### config.mk
export PLATFORM = sky130hd
export DESIGN_NAME = imem_loader
export DESIGN_NICKNAME = d
export VERILOG_FILES = /design/src/rtl/mips_mem_pkg.sv /design/src/rtl/byte_packer.sv /design/src/rtl/imem_loader.sv
export SDC_FILE = /design/constraint.sdc
export NUM_CORES = 1
export LEC_CHECK = 0
export ABC_AREA = 1
export CORE_ASPECT_RATIO = 1.75
export CORE_MARGIN = 4
export CORE_UTILIZATION = 48
export CTS_BUF_LIST = sky130_fd_sc_hd__clkbuf_8
export CTS_CLUSTER_SIZE = 8
export DETAILED_ROUTE_END_ITERATION = 12
export GPL_ROUTABILITY_DRIVEN = 0
export GPL_TIMING_DRIVEN = 1
export HOLD_SLACK_MARGIN = 0.05
export PLACE_DENSITY = 0.88
export SYNTH_ARGS = -nofsm -noshare
export SYNTH_HDL_FRONTEND = slang
export SYNTH_SLANG_ARGS = --single-unit
### constraint.sdc
create_clock -name clk -period 1.8 [get_ports clk]
set_input_delay 0.36 -clock clk [delete_from_list [all_inputs] [get_ports clk]]
set_output_delay 0.36 -clock clk [all_outputs]
set_load 0.005 [all_outputs]
### src/rtl/mips_mem_pkg.sv
// -----------------------------------------------------------------------------
// mips_mem_pkg
// Shared definitions for the instruction/data memory loader path:
//   - loader FSM state encoding
//   - word / byte widths and default memory depth
//   - byte-lane selection helper used by the byte packer
// -----------------------------------------------------------------------------
package mips_mem_pkg;

    localparam int WORD_W         = 32;
    localparam int BYTE_W         = 8;
    localparam int NWORDS_DEFAULT = 64;

    typedef enum logic [1:0] {
        ST_IDLE  = 2'd0,
        ST_LOAD  = 2'd1,
        ST_WRITE = 2'd2,
        ST_DONE  = 2'd3
    } state_e;

    // Byte lane (0 = bits [7:0]) that the cnt-th byte of a word occupies.
    // Big-endian puts the first byte in the most significant lane.
    function automatic logic [1:0] lane_sel(input logic [1:0] cnt,
                                            input logic       big_endian);
        logic [1:0] lane;
        if (big_endian) begin
            lane = 2'd3 - cnt;
        end else begin
            lane = cnt;
        end
        return lane;
    endfunction

endpackage

### src/rtl/byte_packer.sv
// -----------------------------------------------------------------------------
// byte_packer
// Assembles a byte stream into 32-bit words. Each accepted byte is placed in
// its endian-dependent lane; lanes not yet filled stay zero, so a partial word
// is naturally zero-padded.
//
// Ports:
//   clk        in   rising-edge clock
//   reset_n    in   asynchronous active-low reset
//   clear      in   synchronous clear of assembly register and byte counter
//   accept     in   a byte is transferred this cycle
//   byte_in    in   8-bit stream data
//   byte_cnt   out  number of bytes already held (0..3)
//   word_next  out  assembly register value including the byte being accepted
// -----------------------------------------------------------------------------
module byte_packer
    import mips_mem_pkg::*;
#(
    parameter bit BIG_ENDIAN = 1'b1
) (
    input  logic              clk,
    input  logic              reset_n,
    input  logic              clear,
    input  logic              accept,
    input  logic [BYTE_W-1:0] byte_in,
    output logic [1:0]        byte_cnt,
    output logic [WORD_W-1:0] word_next
);

    logic [WORD_W-1:0] word_r;
    logic [1:0]        cnt_r;
    logic [1:0]        lane_s;

    // Merge the incoming byte into its lane of the current assembly word.
    always_comb begin
        lane_s    = lane_sel(cnt_r, BIG_ENDIAN);
        word_next = word_r;
        if (accept) begin
            word_next[{lane_s, 3'b000} +: BYTE_W] = byte_in;
        end else begin
            word_next = word_r;
        end
    end

    // Assembly register and byte counter (counter wraps modulo 4).
    always_ff @(posedge clk or negedge reset_n) begin
        if (!reset_n) begin
            word_r <= {WORD_W{1'b0}};
            cnt_r  <= 2'd0;
        end else if (clear) begin
            word_r <= {WORD_W{1'b0}};
            cnt_r  <= 2'd0;
        end else if (accept) begin
            word_r <= word_next;
            cnt_r  <= cnt_r + 2'd1;
        end else begin
            word_r <= word_r;
            cnt_r  <= cnt_r;
        end
    end

    assign byte_cnt = cnt_r;

endmodule

### src/rtl/imem_loader.sv
// -----------------------------------------------------------------------------
// imem_loader
// Run-time program loader for the MIPS instruction/data memory. Receives a
// byte stream over valid/ready, packs it into 32-bit words and writes each
// word with a single-cycle strobe at consecutive word-aligned addresses.
// The core is held in reset (cpu_reset=1) until the load completes.
//
// Ports:
//   clk         in   rising-edge clock
//   reset_n     in   asynchronous active-low reset
//   start       in   one-cycle pulse, begins a load at word 0 (IDLE/DONE only)
//   byte_in     in   stream data
//   byte_valid  in   byte_in is valid
//   byte_last   in   final byte of the image, qualified by byte_valid
//   byte_ready  out  a byte is accepted this cycle when byte_valid is high
//   mem_we      out  memory write enable, one cycle per word
//   mem_a       out  word-aligned byte address {24'b0, idx, 2'b00}
//   mem_wd      out  assembled write word
//   cpu_reset   out  active-high core reset, low only in DONE
//   done        out  load complete
//   word_count  out  words written in the current/last load
//
// All outputs are registered: each is computed from the next state so it
// lines up with the state it describes, with no combinational glitches.
// -----------------------------------------------------------------------------
module imem_loader
    import mips_mem_pkg::*;
#(
    parameter int NWORDS     = NWORDS_DEFAULT,
    parameter int IDX_W      = 6,
    parameter bit BIG_ENDIAN = 1'b1
) (
    input  logic              clk,
    input  logic              reset_n,
    input  logic              start,
    input  logic [7:0]        byte_in,
    input  logic              byte_valid,
    input  logic              byte_last,
    output logic              byte_ready,
    output logic              mem_we,
    output logic [31:0]       mem_a,
    output logic [31:0]       mem_wd,
    output logic              cpu_reset,
    output logic              done,
    output logic [IDX_W:0]    word_count
);

    localparam logic [IDX_W-1:0] IDX_MAX = IDX_W'(NWORDS - 1);
    localparam logic [IDX_W-1:0] IDX_ONE = IDX_W'(1);
    localparam logic [IDX_W:0]   WC_ONE  = (IDX_W + 1)'(1);

    state_e            state_r;
    state_e            state_s;

    logic [IDX_W-1:0]  idx_r;
    logic [IDX_W:0]    word_count_r;
    logic              last_seen_r;

    logic              byte_ready_r;
    logic              mem_we_r;
    logic [WORD_W-1:0] mem_a_r;
    logic [WORD_W-1:0] mem_wd_r;
    logic              cpu_reset_r;
    logic              done_r;

    logic              accept_s;
    logic              word_end_s;
    logic              start_load_s;
    logic              clear_s;
    logic [1:0]        byte_cnt_s;
    logic [WORD_W-1:0] word_next_s;

    // Handshake and word-boundary decode.
    always_comb begin
        accept_s     = byte_valid & byte_ready_r & (state_r == ST_LOAD);
        word_end_s   = accept_s & ((byte_cnt_s == 2'd3) | byte_last);
        start_load_s = start & ((state_r == ST_IDLE) | (state_r == ST_DONE));
        // Packer is cleared when a load begins and in the write cycle, so the
        // next word always starts from an all-zero (zero-padded) register.
        clear_s      = start_load_s | (state_r == ST_WRITE);
    end

    byte_packer #(
        .BIG_ENDIAN (BIG_ENDIAN)
    ) u_byte_packer (
        .clk       (clk),
        .reset_n   (reset_n),
        .clear     (clear_s),
        .accept    (accept_s),
        .byte_in   (byte_in),
        .byte_cnt  (byte_cnt_s),
        .word_next (word_next_s)
    );

    // Next-state logic.
    always_comb begin
        state_s = state_r;
        case (state_r)
            ST_IDLE: begin
                if (start) begin
                    state_s = ST_LOAD;
                end else begin
                    state_s = ST_IDLE;
                end
            end
            ST_LOAD: begin
                if (word_end_s) begin
                    state_s = ST_WRITE;
                end else begin
                    state_s = ST_LOAD;
                end
            end
            ST_WRITE: begin
                // Overflow ends the load even if byte_last never arrived.
                if (last_seen_r || (idx_r == IDX_MAX)) begin
                    state_s = ST_DONE;
                end else begin
                    state_s = ST_LOAD;
                end
            end
            ST_DONE: begin
                if (start) begin
                    state_s = ST_LOAD;
                end else begin
                    state_s = ST_DONE;
                end
            end
            default: begin
                state_s = ST_IDLE;
            end
        endcase
    end

    // State register.
    always_ff @(posedge clk or negedge reset_n) begin
        if (!reset_n) begin
            state_r <= ST_IDLE;
        end else begin
            state_r <= state_s;
        end
    end

    // Word index, word counter and end-of-image flag.
    always_ff @(posedge clk or negedge reset_n) begin
        if (!reset_n) begin
            idx_r        <= {IDX_W{1'b0}};
            word_count_r <= {(IDX_W + 1){1'b0}};
            last_seen_r  <= 1'b0;
        end else if (start_load_s) begin
            idx_r        <= {IDX_W{1'b0}};
            word_count_r <= {(IDX_W + 1){1'b0}};
            last_seen_r  <= 1'b0;
        end else if (state_r == ST_WRITE) begin
            idx_r        <= idx_r + IDX_ONE;
            word_count_r <= word_count_r + WC_ONE;
            last_seen_r  <= last_seen_r;
        end else if (word_end_s) begin
            idx_r        <= idx_r;
            word_count_r <= word_count_r;
            last_seen_r  <= byte_last;
        end else begin
            idx_r        <= idx_r;
            word_count_r <= word_count_r;
            last_seen_r  <= last_seen_r;
        end
    end

    // Registered handshake, write port and status outputs.
    always_ff @(posedge clk or negedge reset_n) begin
        if (!reset_n) begin
            byte_ready_r <= 1'b0;
            mem_we_r     <= 1'b0;
            mem_a_r      <= {WORD_W{1'b0}};
            mem_wd_r     <= {WORD_W{1'b0}};
            cpu_reset_r  <= 1'b1;
            done_r       <= 1'b0;
        end else begin
            byte_ready_r <= (state_s == ST_LOAD);
            mem_we_r     <= (state_s == ST_WRITE);
            cpu_reset_r  <= (state_s != ST_DONE);
            done_r       <= (state_s == ST_DONE);
            // Address/data are loaded only for a new word and otherwise hold.
            if (word_end_s) begin
                mem_a_r  <= {{(WORD_W - IDX_W - 2){1'b0}}, idx_r, 2'b00};
                mem_wd_r <= word_next_s;
            end else begin
                mem_a_r  <= mem_a_r;
                mem_wd_r <= mem_wd_r;
            end
        end
    end

    assign byte_ready = byte_ready_r;
    assign mem_we     = mem_we_r;
    assign mem_a      = mem_a_r;
    assign mem_wd     = mem_wd_r;
    assign cpu_reset  = cpu_reset_r;
    assign done       = done_r;
    assign word_count = word_count_r;

endmodule

== After elaboration in Yosys (flattened, before gate mapping) ==
Index checks and enable logic that the tools add are counted.

* Shifts and indexed selects: 2
* Bitwise operators: 7
* $add $sub $neg: 5
* Reductions and logical operators: 6
* Mux-type cells: 18
* Eq/ne operators: 10

{| class="wikitable"
|+ Operator list
! operator !! number
|-
| 2-to-1 mux 32 bit || 3
|-
| bitwise mux 32 bit || 1
|-
| variable shift 8 x 7 -> 32 bit (first input constant) || 1
|-
| variable part select 8 x 7 -> 32 bit || 1
|-
| 2-to-1 mux 7 bit || 2
|-
| 2-to-1 mux 6 bit || 2
|-
| equality test 2 bit (second input constant) || 5
|-
| 2-to-1 mux 2 bit || 5
|-
| one-hot mux 2 bit (4 select lines) || 1
|-
| adder 7 x 1 -> 7 bit (second input constant) || 1
|-
| negation 5 -> 7 bit || 1
|-
| adder 6 x 1 -> 6 bit (second input constant) || 1
|-
| equality test 6 bit (second input constant) || 1
|-
| nonzero test 2 bit || 3
|-
| bitwise AND 1 bit || 4
|-
| equality test 2 x 1 -> 1 bit (second input constant) || 2
|-
| 2-to-1 mux 1 bit || 4
|-
| inequality test 2 bit (second input constant) || 2
|-
| OR 1 bit || 3
|-
| adder 2 x 1 -> 2 bit (second input constant) || 1
|-
| zero test 2 bit || 1
|-
| AND reduction 2 bit || 1
|-
| subtractor 2 bit (first input constant) || 1
|-
| logical OR 1 bit || 1
|}

* Bits of input ports: 13
* Output and inout port bits: 75
* Register bits after elaboration: 92
* Logic and storage cells: 60

== Depth between registers and ports, before layout ==
* Depth in word-level cells: 7
* Depth in mapped cells: 10
* Gate-level depth less buffers: 9

== By module ==
A second synthesis with hierarchy kept.

* Cells, all modules: 541
* Area total of the unflattened synthesis: 4485.6 sq um

{| class="wikitable"
|+ Modules (own cells, without submodules)
! module !! seq. area each (sq um) !! cells each !! area each (sq um) !! times used
|-
| imem_loader || 1452.6 || 304 || 2668.8 || 1
|-
| byte_packer || 850.8 || 237 || 1816.7 || 1
|}

== Worst setup path before layout ==
OpenSTA, ideal clock, no wires.

* Path kind: reg-to-reg
* Start point: register u_byte_packer.cnt_r[0] (netlist: u_byte_packer.byte_cnt[0])
* End point: register u_byte_packer.word_r[24]
* Required time: 1.729 ns
* Cell stages (with the launch flop): 11
* Setup slack: -0.009 ns
* Path buffers: 2
* Data arrival time: 1.738 ns
* Library setup time: 0.071 ns
* Clock period less this slack: 1.809 ns
* Cell sequence: dfrtp_1 inv_1 buf_2 ha_1 or2_2 buf_2 nor2_1 nand2_1 o21ai_0 inv_1 nor2_1

* Longest elaborated chain between the ends: 7
* Elaborated cells on any way between the ends: 8
* Classes of those cells: add/sub (2); shift (2); mux (4)

{| class="wikitable"
|+ Ends and longest elaborated chain
! item !! line !! text
|-
| from (decl) || byte_packer.sv:31 || <nowiki>logic [1:0] cnt_r;</nowiki>
|-
| from (signal assigned) || byte_packer.sv:55 || <nowiki>cnt_r <= cnt_r + 2'd1;</nowiki>
|-
| from (signal assigned) || byte_packer.sv:58 || <nowiki>cnt_r <= cnt_r;</nowiki>
|-
| subtractor 2 bit (*) || mips_mem_pkg.sv:27 || <nowiki>lane = 2'd3 - cnt;</nowiki>
|-
| negation 5 -> 7 bit (*) || byte_packer.sv:39 || <nowiki>word_next[{lane_s, 3'b000} +: BYTE_W] = byte_in;</nowiki>
|-
| variable part select 8 x 7 -> 32 bit or variable shift 8 x 7 -> 32 bit (tied branches) || byte_packer.sv:39 ||
|-
| bitwise mux 32 bit (*) || byte_packer.sv:39 ||
|-
| 2-to-1 mux 32 bit (*) || byte_packer.sv:38 || <nowiki>if (accept) begin</nowiki>
|-
| 2-to-1 mux 32 bit (*) || byte_packer.sv:53 || <nowiki>end else if (accept) begin</nowiki>
|-
| 2-to-1 mux 32 bit (*) || byte_packer.sv:50 || <nowiki>end else if (clear) begin</nowiki>
|-
| to (signal assigned) || byte_packer.sv:51 || <nowiki>word_r <= {WORD_W{1'b0}};</nowiki>
|-
| to (signal assigned) || byte_packer.sv:54 || <nowiki>word_r <= word_next;</nowiki>
|-
| to (signal assigned) || byte_packer.sv:57 || <nowiki>word_r <= word_r;</nowiki>
|-
| to (decl) || byte_packer.sv:30 || <nowiki>logic [WORD_W-1:0] word_r;</nowiki>
|}

Every way passes the cells marked *; elsewhere a longest branch is shown, timed or not. The select of a mux whose other input is x is not followed.
A chain may end at the register's enable or synchronous reset.

== Final worst setup path ==
* Start point: register cpu_reset_r (netlist: cpu_reset)
* End point: output port cpu_reset

{| class="wikitable"
|+ RTL lines
! item !! line !! text
|-
| from (decl) || imem_loader.sv:63 || <nowiki>logic cpu_reset_r;</nowiki>
|-
| from (signal assigned) || imem_loader.sv:180 || <nowiki>cpu_reset_r <= (state_s != ST_DONE);</nowiki>
|-
| to (decl) || imem_loader.sv:43 || <nowiki>output logic cpu_reset,</nowiki>
|}

No word-level cell between the ends.

==> out/qor.txt <==
Routed Wire Length -> 10,100 um
Critical Path Sink Type -> output port
Die Wd -> 80.7 um
Worst hold slack -> 0.456 ns
IR Drop Worst-Case VDD -> 0.972 mV
GRT Overall Usage -> 19.4%
Vias in the first global route -> 3,599
Io pins -> 88
CTS Sinks -> 92
Cell Pwr Density -> 1240 mW/mm2
Cell Chain, Critical Path -> clkdlybuf4s50_1
Sequential area share after synthesis -> 51.9%
DR WL/cell -> 13.8 um
Congestion Overflow GR -> 0
Post-CTS Setup Bufs -> 0
Distinct cells, synth -> 27
Initial Utilization -> 49.1%
Setup TNS Final -> 0 ns
Cell area after layout -> 0.00548 mm2
Clock Latency Late Sink -> 0.36 ns
# H-tree levels -> 3
Initial DRC Count -> 321
Status -> complete, no violations
Dpl ws -> -0.0113 ns
Longest Clk Path Bufs -> 2
Crit-path leading delay family -> flip-flops
Row count -> 46
Placed inst area -> 0.00518 mm2
P&R area growth vs syn -> 23.3%
Tightest Hold Check Type -> in -> async
Layout cell share with drive strength beyond 1 -> 9.27%
Final worst slack -> 0.0571 ns
Min Tclk post-route -> 1.74 ns
DRT Pass-1 Iters -> 4
Synthesized netlist cell count -> 540
Syn avg cell area -> 8.22 um2
Final Skew -> 0.00942 ns
Vias per cell -> 4.96
Flops & latches, synth -> 92
Tot Pwr -> 6.80 mW
I/O Buffers -> 61
Max FO, Critical Path -> 1
CP Launch Type -> register
Initial antenna violation count -> 0
Core area -> 0.00904 mm2
CP required -> 1.44 ns
Leakage -> 2.67 nW
YS warnings -> 0
Max Cap Viol -> 0
CP max-delay cell -> dfstp_2
Critical path class -> reg -> out
Critical Path AT -> 1.38 ns
Largest net degree at the start of global routing -> 50
Final slew viol count -> 0
CTS buffer count -> 9
Critical Path Max Stage Delay -> 0.52 ns
Detail Placement HPWL -> 7370 um
Die Ht -> 135 um
Fin. Hold Viols -> 0
Root Buffer -> clkbuf_8
Final net count -> 634
Worst path bufs/invs -> 1
Period utilisation layout -> 96.8%
Diode count -> 0
Setup violators final -> 0
Final ANT Viol Nets -> 0
Syn Std Cell Area -> 0.00444 mm2
Max Freq -> 0.574 GHz
First-pass GRT wire length -> 16,400 um
Clk slew on worst S/H paths -> 0.09 ns
CTS tree -> done
Die area -> 0.0109 mm2
DRC Markers -> 0
DR vias -> 3,642
==> cells in the final DEF (no fill, tap or decap), drive strengths merged <==
cell type      Yosys  final
conb               1     26
or2                2      2
clkbuf             1      9
nand2            182    182
o21ai             35     35
a21oi             16     16
bufinv             0      3
clkdlybuf4s50      0     60
nor3               3      3
clkinv             0      1
o22ai              2      2
o21a               2      2
xnor2              1      1
inv               58     60
nand3             17     17
dlygate4sd3        0      1
ha                11     11
clkinvlp           0      1
dfstp              1      1
o211ai             9      9
o21bai             1      1
nor2              64     64
dfrtp             91     91
buf               43     17
==> synthesized netlist by cell type <==
| master | number | area (um2) |
|---|---|---|
| dfstp_2 | 1 | 26.3 |
| dfrtp_1 | 91 | 2280 |
| inv_2 | 3 | 11.3 |
| o21bai_1 | 1 | 7.51 |
| inv_1 | 55 | 206 |
| o211ai_1 | 9 | 67.6 |
| nor2_1 | 58 | 218 |
| clkbuf_1 | 1 | 3.75 |
| nor2_2 | 1 | 6.26 |
| nor2_4 | 5 | 56.3 |
| o21ai_1 | 11 | 55.1 |
| ha_1 | 11 | 138 |
| buf_2 | 11 | 55.1 |
| buf_6 | 5 | 56.3 |
| nand3_1 | 16 | 80.1 |
| xnor2_1 | 1 | 8.76 |
| a21oi_1 | 16 | 80.1 |
| buf_4 | 27 | 203 |
| nor3_2 | 1 | 10.0 |
| nor3_1 | 2 | 10.0 |
| or2_2 | 2 | 12.5 |
| nand3_4 | 1 | 17.5 |
| o21a_1 | 2 | 15.0 |
| o22ai_1 | 2 | 12.5 |
| conb_1 | 1 | 3.75 |
| o21ai_0 | 24 | 120 |
| nand2_1 | 182 | 683 |
==> worst paths after layout <==
kind                                 start                      end  slack [ns]  cells past startpoint
worst max-delay path             cpu_reset                cpu_reset        0.06                      1
worst min-delay path               reset_n  u_byte_packer.word_r[1]        0.46                      2
worst max register to register  state_r[0]                 idx_r[2]        0.07                      7
worst min register to register   mem_wd[1]                mem_wd[1]        0.48                      2
max in group asynchronous          reset_n                cpu_reset        0.72                      3
min in group clk                 mem_wd[1]                mem_wd[1]        0.48                      2
==> cell type report <==
class,instances,area (um2)
clock buffer,9,124
clock inverter,7,115
fill,780,3560
inverter,58,218
multi-input combinational,371,1750
sequential,92,2300
tap,120,150
timing repair buffer,78,813
==> routing by layer <==
layer	routed length [um]	up-vias	part of all wire (%)	global-route usage, %
met5	0	-	0	0
met4	248	0	2.4	7.33
met3	636	26	6.3	4.53
met2	5460	124	54	34.6
met1	3780	1738	37	22.1
li1	-	1754	-	-
==> cell families after synthesis <==
family	share of synthesized area (%)
AO/OA/AOI/OAI	8.06
other	0.0844
buffers and inverters	12.1
adder cells (fa/ha/maj)	3.10
XOR/XNOR	0.197
flip-flops	51.9
AND/OR/NAND/NOR	24.6
==> report_power, final <==
part           internal, mW  total (mW)  switching, mW
Combinational          1.03        2.41           1.38
Clock                 0.920        1.65          0.732
Sequential             2.48        2.73          0.248
==> sequential cells by signal, summed over array words and instances (netlist names) <==
name	count
mem_wd	32
idx_r	6
done	1
word_count	7
u_byte_packer.byte_cnt	2
mem_we	1
byte_ready	1
mem_a	6
last_seen_r	1
cpu_reset	1
u_byte_packer.word_r	32
state_r	2
==> metrics by stage <==
stage,std cells,utilization (%)
6_report,735,60.6
5_1_grt,735,60.6
4_1_cts,735,60.2
3_5_place_dp,718,57.4
3_3_place_gp,718,57.4
2_1_floorplan,565,-
==> repair_timing <==
action,in CTS,in global routing
endpoints found under the setup margin,4,60
pin swaps,1,1
hold buffers,1,0
gates resized for setup,3,11
endpoints found under the hold margin,27,0
(Power assumes the default switching activity.)
